**src/rtl/rf_wb_arbiter_pkg.sv**
```systemverilog
// Register-file writeback types and width defaults shared by the arbiter slice.
package rf_pkg;

  localparam int RF_WIDTH = 32;
  localparam int RF_DPATH = 5;

  typedef logic [RF_DPATH-1:0] rf_addr_t;
  typedef logic [RF_WIDTH-1:0] rf_data_t;

  typedef struct packed {
    rf_addr_t addr;
    rf_data_t data;
    logic     we;
  } rf_wr_t;

  // Index width for an n-way choice; a 1-way choice still needs one bit.
  function automatic int idx_w(input int n);
    return (n > 1) ? $clog2(n) : 1;
  endfunction

endpackage

```
**src/rtl/rf_wb_arbiter_if.sv**
```systemverilog
// Writeback request bus: NREQ valid/ready requesters packed side by side.
interface rf_wb_arbiter_if #(
  parameter int NREQ  = 2,
  parameter int WIDTH = 32,
  parameter int DPATH = 5
);

  logic [NREQ-1:0]       req_valid;
  logic [NREQ*DPATH-1:0] req_addr;
  logic [NREQ*WIDTH-1:0] req_data;
  logic [NREQ-1:0]       req_ready;

  modport master (
    output req_valid,
    output req_addr,
    output req_data,
    input  req_ready
  );

  modport slave (
    input  req_valid,
    input  req_addr,
    input  req_data,
    output req_ready
  );

endinterface

```
**src/rtl/rf_wb_arbiter_rr_arbiter.sv**
```systemverilog
// Round-robin arbiter: combinational one-hot grant, pointer moves to the winner on advance.
// Search starts just past the last winner; grant is forced low while rst is high.
module rr_arbiter
  import rf_pkg::*;
#(
  parameter int N = 2
) (
  input  logic                 clk,
  input  logic                 rst,
  input  logic [N-1:0]         req,
  input  logic                 advance,
  output logic [N-1:0]         gnt,
  output logic [idx_w(N)-1:0]  gnt_idx
);

  localparam int IW = idx_w(N);

  logic [IW-1:0] ptr;
  logic [N-1:0]  upper;
  logic [N-1:0]  masked;
  logic [N-1:0]  sel;

  always_ff @(posedge clk or posedge rst) begin
    if (rst) begin
      ptr <= IW'(N - 1);
    end else if (advance) begin
      ptr <= gnt_idx;
    end
  end

  // Requesters above the pointer win first; if none, wrap to the lowest index.
  always_comb begin
    upper   = '0;
    gnt     = '0;
    gnt_idx = '0;
    for (int i = 0; i < N; i++) begin
      upper[i] = (IW'(i) > ptr);
    end
    masked = req & upper;
    sel    = (|masked) ? masked : req;
    for (int i = N - 1; i >= 0; i--) begin
      if (sel[i]) begin
        gnt     = '0;
        gnt[i]  = 1'b1;
        gnt_idx = IW'(i);
      end
    end
    if (rst) begin
      gnt     = '0;
      gnt_idx = '0;
    end
  end

endmodule

```
**src/rtl/rf_wb_arbiter.sv**
```systemverilog
// Shares the RF write port among NREQ writeback requesters, round-robin, with hazard flags.
// Latency 1 (transfer -> registered write); one write per cycle, never back-pressured.
module rf_wb_arbiter
  import rf_pkg::*;
#(
  parameter int WIDTH = RF_WIDTH,
  parameter int DPATH = RF_DPATH,
  parameter int NREQ  = 2
) (
  input  logic             clk,
  input  logic             rst,
  rf_wb_arbiter_if.slave   req_if,
  input  logic [DPATH-1:0] rs1,
  input  logic [DPATH-1:0] rs2,
  output logic             RegWen,
  output logic [DPATH-1:0] rsW,
  output logic [WIDTH-1:0] dataW,
  output logic             hz1,
  output logic             hz2
);

  localparam int IW = idx_w(NREQ);

  typedef struct packed {
    logic [DPATH-1:0] addr;
    logic [WIDTH-1:0] data;
    logic             we;
  } stage_t;

  logic [NREQ-1:0]  gnt;
  logic [IW-1:0]    gnt_idx;
  logic             xfer;
  logic [DPATH-1:0] sel_addr;
  logic [WIDTH-1:0] sel_data;
  stage_t           stage;

  rr_arbiter #(.N(NREQ)) u_arb (
    .clk     (clk),
    .rst     (rst),
    .req     (req_if.req_valid),
    .advance (xfer),
    .gnt     (gnt),
    .gnt_idx (gnt_idx)
  );

  assign req_if.req_ready = gnt;
  assign xfer             = |(gnt & req_if.req_valid);

  always_comb begin
    sel_addr = '0;
    sel_data = '0;
    for (int i = 0; i < NREQ; i++) begin
      if (gnt_idx == IW'(i)) begin
        sel_addr = req_if.req_addr[i*DPATH +: DPATH];
        sel_data = req_if.req_data[i*WIDTH +: WIDTH];
      end
    end
  end

  // x0 writes are accepted but never enable the RF; idle cycles keep addr/data.
  always_ff @(posedge clk or posedge rst) begin
    if (rst) begin
      stage <= '0;
    end else if (xfer) begin
      stage.addr <= sel_addr;
      stage.data <= sel_data;
      stage.we   <= (sel_addr != '0);
    end else begin
      stage.we   <= 1'b0;
    end
  end

  assign RegWen = stage.we;
  assign rsW    = stage.addr;
  assign dataW  = stage.data;
  assign hz1    = stage.we && (stage.addr == rs1) && (rs1 != '0);
  assign hz2    = stage.we && (stage.addr == rs2) && (rs2 != '0);

endmodule

```
**src/flat_wrapper.sv**
```systemverilog
// flat-port wrapper written by rule: the top's interface ports become plain ports
module rf_wb_arbiter_flat import rf_pkg::*;
#(
  parameter int WIDTH = RF_WIDTH,
  parameter int DPATH = RF_DPATH,
  parameter int NREQ  = 2
)
  (clk, rst, rs1, rs2, RegWen, rsW, dataW, hz1, hz2, req_if_req_valid, req_if_req_addr, req_if_req_data, req_if_req_ready);
  rf_wb_arbiter_if #(.NREQ(NREQ), .WIDTH(WIDTH), .DPATH(DPATH)) req_if_i ();
  input  logic clk;
  input  logic rst;
  input  logic [DPATH-1:0] rs1;
  input  logic [DPATH-1:0] rs2;
  output logic RegWen;
  output logic [DPATH-1:0] rsW;
  output logic [WIDTH-1:0] dataW;
  output logic hz1;
  output logic hz2;
  input wire logic [$bits(req_if_i.req_valid)-1:0] req_if_req_valid;
  input wire logic [$bits(req_if_i.req_addr)-1:0] req_if_req_addr;
  input wire logic [$bits(req_if_i.req_data)-1:0] req_if_req_data;
  output wire logic [$bits(req_if_i.req_ready)-1:0] req_if_req_ready;
  assign req_if_i.req_valid = req_if_req_valid;
  assign req_if_i.req_addr = req_if_req_addr;
  assign req_if_i.req_data = req_if_req_data;
  assign req_if_req_ready = req_if_i.req_ready;
  rf_wb_arbiter #(.WIDTH(WIDTH), .DPATH(DPATH), .NREQ(NREQ)) u_core (.clk(clk), .rst(rst), .req_if(req_if_i), .rs1(rs1), .rs2(rs2), .RegWen(RegWen), .rsW(rsW), .dataW(dataW), .hz1(hz1), .hz2(hz2));
endmodule
```
**config.mk**
```make
export PLATFORM = sky130hd
export DESIGN_NAME = rf_wb_arbiter_flat
export DESIGN_NICKNAME = d
export VERILOG_FILES = /design/src/rtl/rf_wb_arbiter_pkg.sv /design/src/rtl/rf_wb_arbiter_if.sv /design/src/rtl/rf_wb_arbiter_rr_arbiter.sv /design/src/rtl/rf_wb_arbiter.sv /design/src/flat_wrapper.sv
export SDC_FILE = /design/constraint.sdc
export NUM_CORES = 1
export LEC_CHECK = 0
export BUFFER_PORTS_ARGS = -buffer_cell sky130_fd_sc_hd__buf_2
export CELL_PAD_IN_SITES_DETAIL_PLACEMENT = 1
export CELL_PAD_IN_SITES_GLOBAL_PLACEMENT = 2
export CORE_AREA = 2 2 96 98
export DETAILED_ROUTE_END_ITERATION = 6
export DIE_AREA = 0 0 98 100
export GPL_TIMING_DRIVEN = 0
export PLACE_DENSITY = 0.76
export SLEW_MARGIN = 20
export SYNTH_ARGS = -nofsm -noshare
export SYNTH_HDL_FRONTEND = slang
export SYNTH_SLANG_ARGS = --single-unit
export TNS_END_PERCENT = 20
```
**constraint.sdc**
```tcl
create_clock -name clk -period 1.95 [get_ports clk]
set_input_delay 0.4875 -clock clk [delete_from_list [all_inputs] [get_ports clk]]
set_output_delay 0.4875 -clock clk [all_outputs]
set_load 0.02 [all_outputs]
```
==> metrics.md, run 1 <==
| Metric | Value |
|---|---|
| Clock insertion delay at the later pin of the skew report | 0.29 ns |
| Area growth from synthesis to final layout | 49.14% |
| Number of H-tree branching levels | 2 |
| Residual DRC count | 0 |
| Aggregate negative setup slack | -0.04025 ns |
| CP Data Required Time | ~1.5 ns |
| Area of the mapped netlist | around 2000 um^2 |
| Commonest cells after routing, fill and taps aside | 126 x buf_2, 33 x dfrtp_1, 32 x and3_1, 32 x a221o_1 |
| Total net switching power | 0.0008032 W |
| Share of power burned in registers | between 40% and 50% |
| R2R Path Start | u_core.u_arb.ptr |
| Capture point of the critical path | hz2 |
| Number of antenna cells inserted | 0 |
| Detail-routed net length per standard cell | between 15 and 20 um |
| Cell with the biggest individual delay on the critical path | dfrtp_2 |
| Max Clk Rate | between 0.5 and 0.6 GHz |
| Clock group share of total power | roughly 22% |
| Global-route congestion overflow total | 0 |
| Die height | about 100 um |
| Initial core utilization | between 20% and 30% |
| Count of antenna-violating nets left after detailed routing | 0 |
| # fillers | between 1k and 1.5k |
| Placer congestion estimate | around 0.76 |
| Antenna violations before repair | 0 |
| Clk pin slew, worst setup/hold paths | ~0.080 ns |
| Overall track demand over capacity in global routing | between 10 and 15% |
| Total detailed-routing wirelength | 7380 um |
| Post-detailed-route via-to-cell ratio | between 4 and 5 |
| Number of instances in the synthesized netlist | ~180 |
| Share of total power in combinational logic | between 30 and 40% |
| Most common library cell in the layout ignoring fill and taps | buf_2 |
| Cell-internal power | 0.001526 W |
| Final setup violation count | 2 |
| Post-DP HPWL | approximately 5300 um |
| Number of global-route vias before repair | roughly 2.2k |
| Final net count | around 410 |
| Pin count of the biggest net entering global routing | 21 |
| Net Sw Frac | 34.48% |
| Mean Syn Cell Area | 11.13 um^2 |
| Maximum fanout along the worst path | 5 |
| Post-layout total power | about 0.0023 W |
| Core area | just under 9000 um^2 |
| Cell-by-cell trace of the critical path | nor4_2, or3_1, a211oi_2, buf_4 |
| Violated checks | negative setup slack |
| Largest stage delay on the critical path | ~0.44 ns |
| Worst Max-Slew Pin Slew | 0.5524 ns |
| Clock tree from TritonCTS | built |
| Std-Cell Rows | 35 |
| R2R setup slack | roughly 0.35 ns |
| Setup repair after global routing missed its margin | yes |
| R2r endpoint | u_core.dataW[30] |
| Crit path kind | register to output port |
| CTS buffer count | 5 |
| Count of boundary I/O pins | 130 |
| DIE AREA | 9800 um^2 |
| Critical path buffers and inverters | 1 |
| Port Buffers | ~130 |
| Final setup skew | ~0.0057 ns |
| First-pass GRT wire length | ~11,000 um |
| Standby leakage power | 1.523 nW |
| Cell family contributing the most delay on the critical path | flip-flops |
| Max capacitance violation total | 0 |
| Yosys Warn Count | 0 |
| Clock sink total | 39 |
| Sequential area share after synthesis | 49.59% |
| PwrDens | 792.6 nW/um^2 |
| Endpoint class of the critical path | output port |
| Fraction of final layout cells with drive strength greater than 1 | 52.83% |
| CP arrival | roughly 1.5 ns |
| Number of flip-flops and latches in the synthesized netlist | 39 |
| Fraction of the cycle the final worst path needs | 101.5% |
| Drt first pass iters | 4 |
| Headroom to the max-slew limit | 62.97% |
| Outcome | complete, but fails checks |
| CP Launch Type | register |
| Via count | 2,046 |
| Max Buffers Root-to-Sink | 2 |
| Nets in the synthesized netlist | about 270 |
| Number of failing hold endpoints at the final stage | 0 |
| Total number of cells along the worst setup path | 4 |
| Pins Over Slew Limit | 0 |
| Starting DRT DRC Count | 41 |
| Chip Width | between 90 and 100 um |
| Start point of the critical path | u_core.rsW[2] |
| Root buffer selected by CTS | clkbuf_8 |
| Worst hold path type | input port to asynchronous set/reset pin |
| Maximum vdd ir drop | between 200 and 250 uV |
| Distinct cell type count after synthesis | 27 |
| Register-to-Register Path Depth | 5 |
| Worst setup slack after layout | -0.02829 ns |
| Min cycle time layout | about 2.0 ns |
[layer usage]
metal	track usage, %	wire (um)	vias up
li1	-	-	971
met1	19.85	3342	976
met2	24.24	3375	92
met3	3.969	597	7
met4	3.526	64	0
met5	0	0	-
[state kept, by name (all words and copies together) (netlist names)]
register,flops
u_core.u_arb.ptr,1
u_core.rsW,5
u_core.RegWen,1
u_core.dataW,32
[cell families after synthesis]
group           synth area share, %
compound gates                21.97
xor+xnor                      3.556
buf+inv                       6.921
flops                         49.59
simple gates                  17.97
[layout make-up]
class	instances	area, um^2	area share (%)
Tap cell	111	138.9	4.725
Timing Repair inverter	2	12.51	0.4257
Inverter	3	15.01	0.5109
Sequential cell	39	983.4	33.46
Timing Repair Buffer	134	696.9	23.71
Multi-Input combinational cell	119	898.4	30.57
Buffer	15	121.4	4.129
Clock buffer	6	72.57	2.469
[repair_timing]
item | 4_1_cts | 5_1_grt
cloned | 2 | 0
hold buffers | 0 | 0
gates resized for setup | 16 | 5
pin swaps | 2 | 1
setup buffers | 3 | 2
setup endpoints to repair | 34 | 4
[metrics by stage]
step	hold WS, ns	setup WS [ns]	util [%]	area, um^2	std cells
final	0.2390	-0.02829	33.06	2939	429
after global routing	0.2468	-0.09144	33.06	2939	429
after CTS	0.2270	-0.03503	32.78	2914	428
after detailed placement	0.4935	-0.8326	31.03	2759	417
after global placement	0.4915	-0.7844	31.03	2759	417
after floorplan	0.4675	-0.004326	-	1974	177
[worst min-delay path by stage]
stage / depth (start not counted) / end / slack, ns
2_1_floorplan: 1 / u_core.RegWen / 0.47
3_3_place_gp: 2 / u_core.u_arb.ptr / 0.49
3_5_place_dp: 1 / u_core.dataW[26] / 0.49
4_1_cts: 2 / u_core.dataW[8] / 0.23
5_1_grt: 2 / u_core.dataW[9] / 0.25
6_report: 2 / u_core.dataW[7] / 0.24
[synthesized netlist by cell type (all sizes together)]
| master | count | area, um^2 |
|---|---|---|
| nor2 | 6 | 22.52 |
| clkbuf | 6 | 22.52 |
| nor4 | 2 | 12.51 |
| o21ai | 7 | 38.79 |
| or3 | 2 | 12.51 |
| a21oi | 1 | 8.760 |
| buf | 10 | 102.6 |
| and2 | 1 | 6.260 |
| a31oi | 5 | 31.28 |
| or4 | 1 | 7.510 |
| dfstp | 1 | 26.28 |
| nor2b | 1 | 13.76 |
| nor3 | 1 | 5.000 |
| nand3 | 7 | 35.03 |
| nand2b | 2 | 12.51 |
| xnor2 | 8 | 70.07 |
| and3 | 32 | 200.2 |
| a221o | 32 | 320.3 |
| dfrtp | 38 | 950.9 |
| nand2 | 7 | 26.28 |
| inv | 3 | 11.26 |
| o21ba | 1 | 10.01 |
| a211oi | 2 | 15.01 |
| a311oi | 1 | 8.760 |
[power by group through the flow]
| stage | clock [W] | combinational (W) | sequential (W) |
|---|---|---|---|
| 4_1_cts | 0.000552 | 0.000780 | 0.00103 |
| 2_1_floorplan | 0 | 0.000286 | 0.00118 |
| 3_5_place_dp | 0 | 0.000749 | 0.00104 |
| 6_report | 0.000516 | 0.000779 | 0.00103 |
| 5_1_grt | 0.000578 | 0.000847 | 0.00105 |
| 3_3_place_gp | 0 | 0.000732 | 0.00104 |
(Power assumes the default switching activity.)
==> run 2, diff against run 1 <==
--- a/config.mk
+++ b/config.mk
@@ -13,8 +13,9 @@
 export DIE_AREA = 0 0 98 100
 export GPL_TIMING_DRIVEN = 0
 export PLACE_DENSITY = 0.76
+export SKIP_CTS_REPAIR_TIMING = 1
 export SLEW_MARGIN = 20
 export SYNTH_ARGS = -nofsm -noshare
 export SYNTH_HDL_FRONTEND = slang
 export SYNTH_SLANG_ARGS = --single-unit
-export TNS_END_PERCENT = 20
+export TNS_END_PERCENT = 5
==> metrics.md, run 2 (synthesis results as in run 1) <==
| Metric | Value |
|---|---|
| Aggregate negative setup slack | -0.2914 ns |
| Max Buffers Root-to-Sink | 2 |
| Start point of the critical path | u_core.u_arb.ptr |
| Via count | 2,037 |
| Post-DP HPWL | 5293 um |
| Fraction of final layout cells with drive strength greater than 1 | 51.59% |
| Violated checks | negative setup slack |
| Worst hold path type | input port to asynchronous set/reset pin |
| Drt first pass iters | 4 |
| Worst setup slack after layout | -0.1447 ns |
| Total net switching power | slightly below 0.0008 W |
| Number of failing hold endpoints at the final stage | 0 |
| Max reg flops | 32 |
| Crit path kind | register to output port |
| CP arrival | about 1.6 ns |
| Most common library cell in the layout ignoring fill and taps | buf_2 |
| Count of antenna-violating nets left after detailed routing | 0 |
| Min cycle time layout | 2.095 ns |
| Pins Over Slew Limit | 0 |
| Clock group share of total power | 22.5% |
| Max capacitance violation total | 0 |
| R2r endpoint | u_core.dataW[24] |
| Headroom to the max-slew limit | 27.49% |
| Post-layout total power | ~0.0023 W |
| Fraction of the cycle the final worst path needs | 107.4% |
| Number of H-tree branching levels | 2 |
| Placer congestion estimate | ~0.76 |
| Starting DRT DRC Count | 45 |
| Net Sw Frac | between 30% and 40% |
| Finished Core Util | 32.47% |
| Standby leakage power | 1.500 nW |
| Pin count of the biggest net entering global routing | ~40 |
| Area taken by flip-flops and latches | roughly 1000 um^2 |
| Placed cell count | 417 |
| CTS buffer count | 5 |
| Commonest cells after routing, fill and taps aside | 128 x buf_2, 33 x dfrtp_1, 32 x and3_1, 32 x a221o_1, 8 x buf_6 |
| Global-route congestion overflow total | 0 |
| Final net count | between 400 and 500 |
| Detail-routed net length per standard cell | 17.00 um |
| DIE AREA | slightly below 10,000 um^2 |
| Share of total power in combinational logic | about a third |
| Antenna violations before repair | 0 |
| Final instance count without filler cells | around 430 |
| Number of antenna cells inserted | 0 |
| Max Clk Rate | ~0.48 GHz |
| Final setup violation count | 4 |
| Count of boundary I/O pins | 130 |
| Core area | 8890 um^2 |
| Overall track demand over capacity in global routing | 14.00% |
| Post-detailed-route via-to-cell ratio | 4.793 |
| Root buffer selected by CTS | clkbuf_8 |
| CP Launch Type | register |
| R2R Path Start | u_core.u_arb.ptr |
| Port Buffers | about 130 |
| Clk pin slew, worst setup/hold paths | 0.08 ns |
| Setup repair after global routing missed its margin | yes |
| First-pass GRT wire length | ~11,000 um |
| Final setup skew | 0.005437 ns |
| Outcome | complete, but fails checks |
| CP Data Required Time | 1.46 ns |
| # fillers | between 1k and 1.5k |
| Area growth from synthesis to final layout | 46.48% |
| Initial core utilization | around 22% |
| Worst Max-Slew Pin Slew | 1.082 ns |
| PwrDens | 797.5 nW/um^2 |
| Share of power burned in registers | between 40% and 50% |
| Register-to-Register Path Depth | 5 |
| Std-Cell Rows | 35 |
| Chip Width | slightly below 100 um |
| Die height | approximately 100 um |
| Clock tree from TritonCTS | built |
| Capture point of the critical path | req_if_req_ready[1] |
| Maximum vdd ir drop | roughly 240 uV |
| Cell-internal power | 0.001507 W |
| Clock sink total | 39 |
| R2R setup slack | 0.46 ns |
| Number of global-route vias before repair | approximately 2.1k |
| Total detailed-routing wirelength | about 7200 um |
| Maximum fanout along the worst path | 10 |
| Endpoint class of the critical path | output port |
| Area taken by multi-input logic gates | approximately 890 um^2 |
| Residual DRC count | 0 |
| Clock insertion delay at the later pin of the skew report | around 0.29 ns |
run 2: final cells by class:
class | count | share of cell area [%]
multi-input cells | 119 | 30.86
repair buffers | 129 | 22.54
flip-flops and latches | 39 | 34.07
plain buffers | 16 | 4.335
repair inverters | 2 | 0.3468
clock buffers | 6 | 2.514
inverters | 3 | 0.5202
well taps | 111 | 4.811
run 2: metrics by stage:
| step | worst slack (ns) | instance area, um^2 | hold WS [ns] |
|---|---|---|---|
| finish | -0.1447 | 2887 | 0.2177 |
| global route | -0.2370 | 2887 | 0.2380 |
| CTS | -0.5158 | 2831 | 0.4082 |
| detailed placement | -0.8326 | 2759 | 0.4935 |
| global placement | -0.7844 | 2759 | 0.4915 |
| floorplan | -0.004326 | 1974 | 0.4675 |
run 2: metal layers:
layer  wire [um]  track usage (%)  share of wire (%)  vias to the layer above
met3         532            3.830                7.4                        7
met4          62            3.526               0.86                        0
met1        3312            18.50                 46                      981
li1            -                -                  -                      958
met2        3316            22.87                 46                       91
met5           0                0                  0                        -
run 2: power by group through the flow:
stage,combinational [W],sequential (W),clock (W)
floorplan,0.000286,0.00118,0
global placement,0.000732,0.00104,0
detailed placement,0.000749,0.00104,0
CTS,0.000746,0.00103,0.000552
global route,0.000816,0.00105,0.000574
finish,0.000749,0.00104,0.000518
run 2: how the worst min path moves through the flow:
stage                       endpoint  slack [ns]  cells past startpoint
finish               u_core.dataW[8]        0.22                      2
floorplan              u_core.RegWen        0.47                      1
global placement    u_core.u_arb.ptr        0.49                      2
global route         u_core.dataW[8]        0.24                      2
CTS                 u_core.dataW[23]        0.41                      2
detailed placement  u_core.dataW[26]        0.49                      1
run 2: critical path, cell delays in order (launching register included):
cell and delay (ns):
dfstp_2 0.57, nand2_2 0.07, buf_6 0.15, buf_6 0.14, nand2_1 0.08, inv_1 0.04
buf_4 0.11, buf_2 0.15
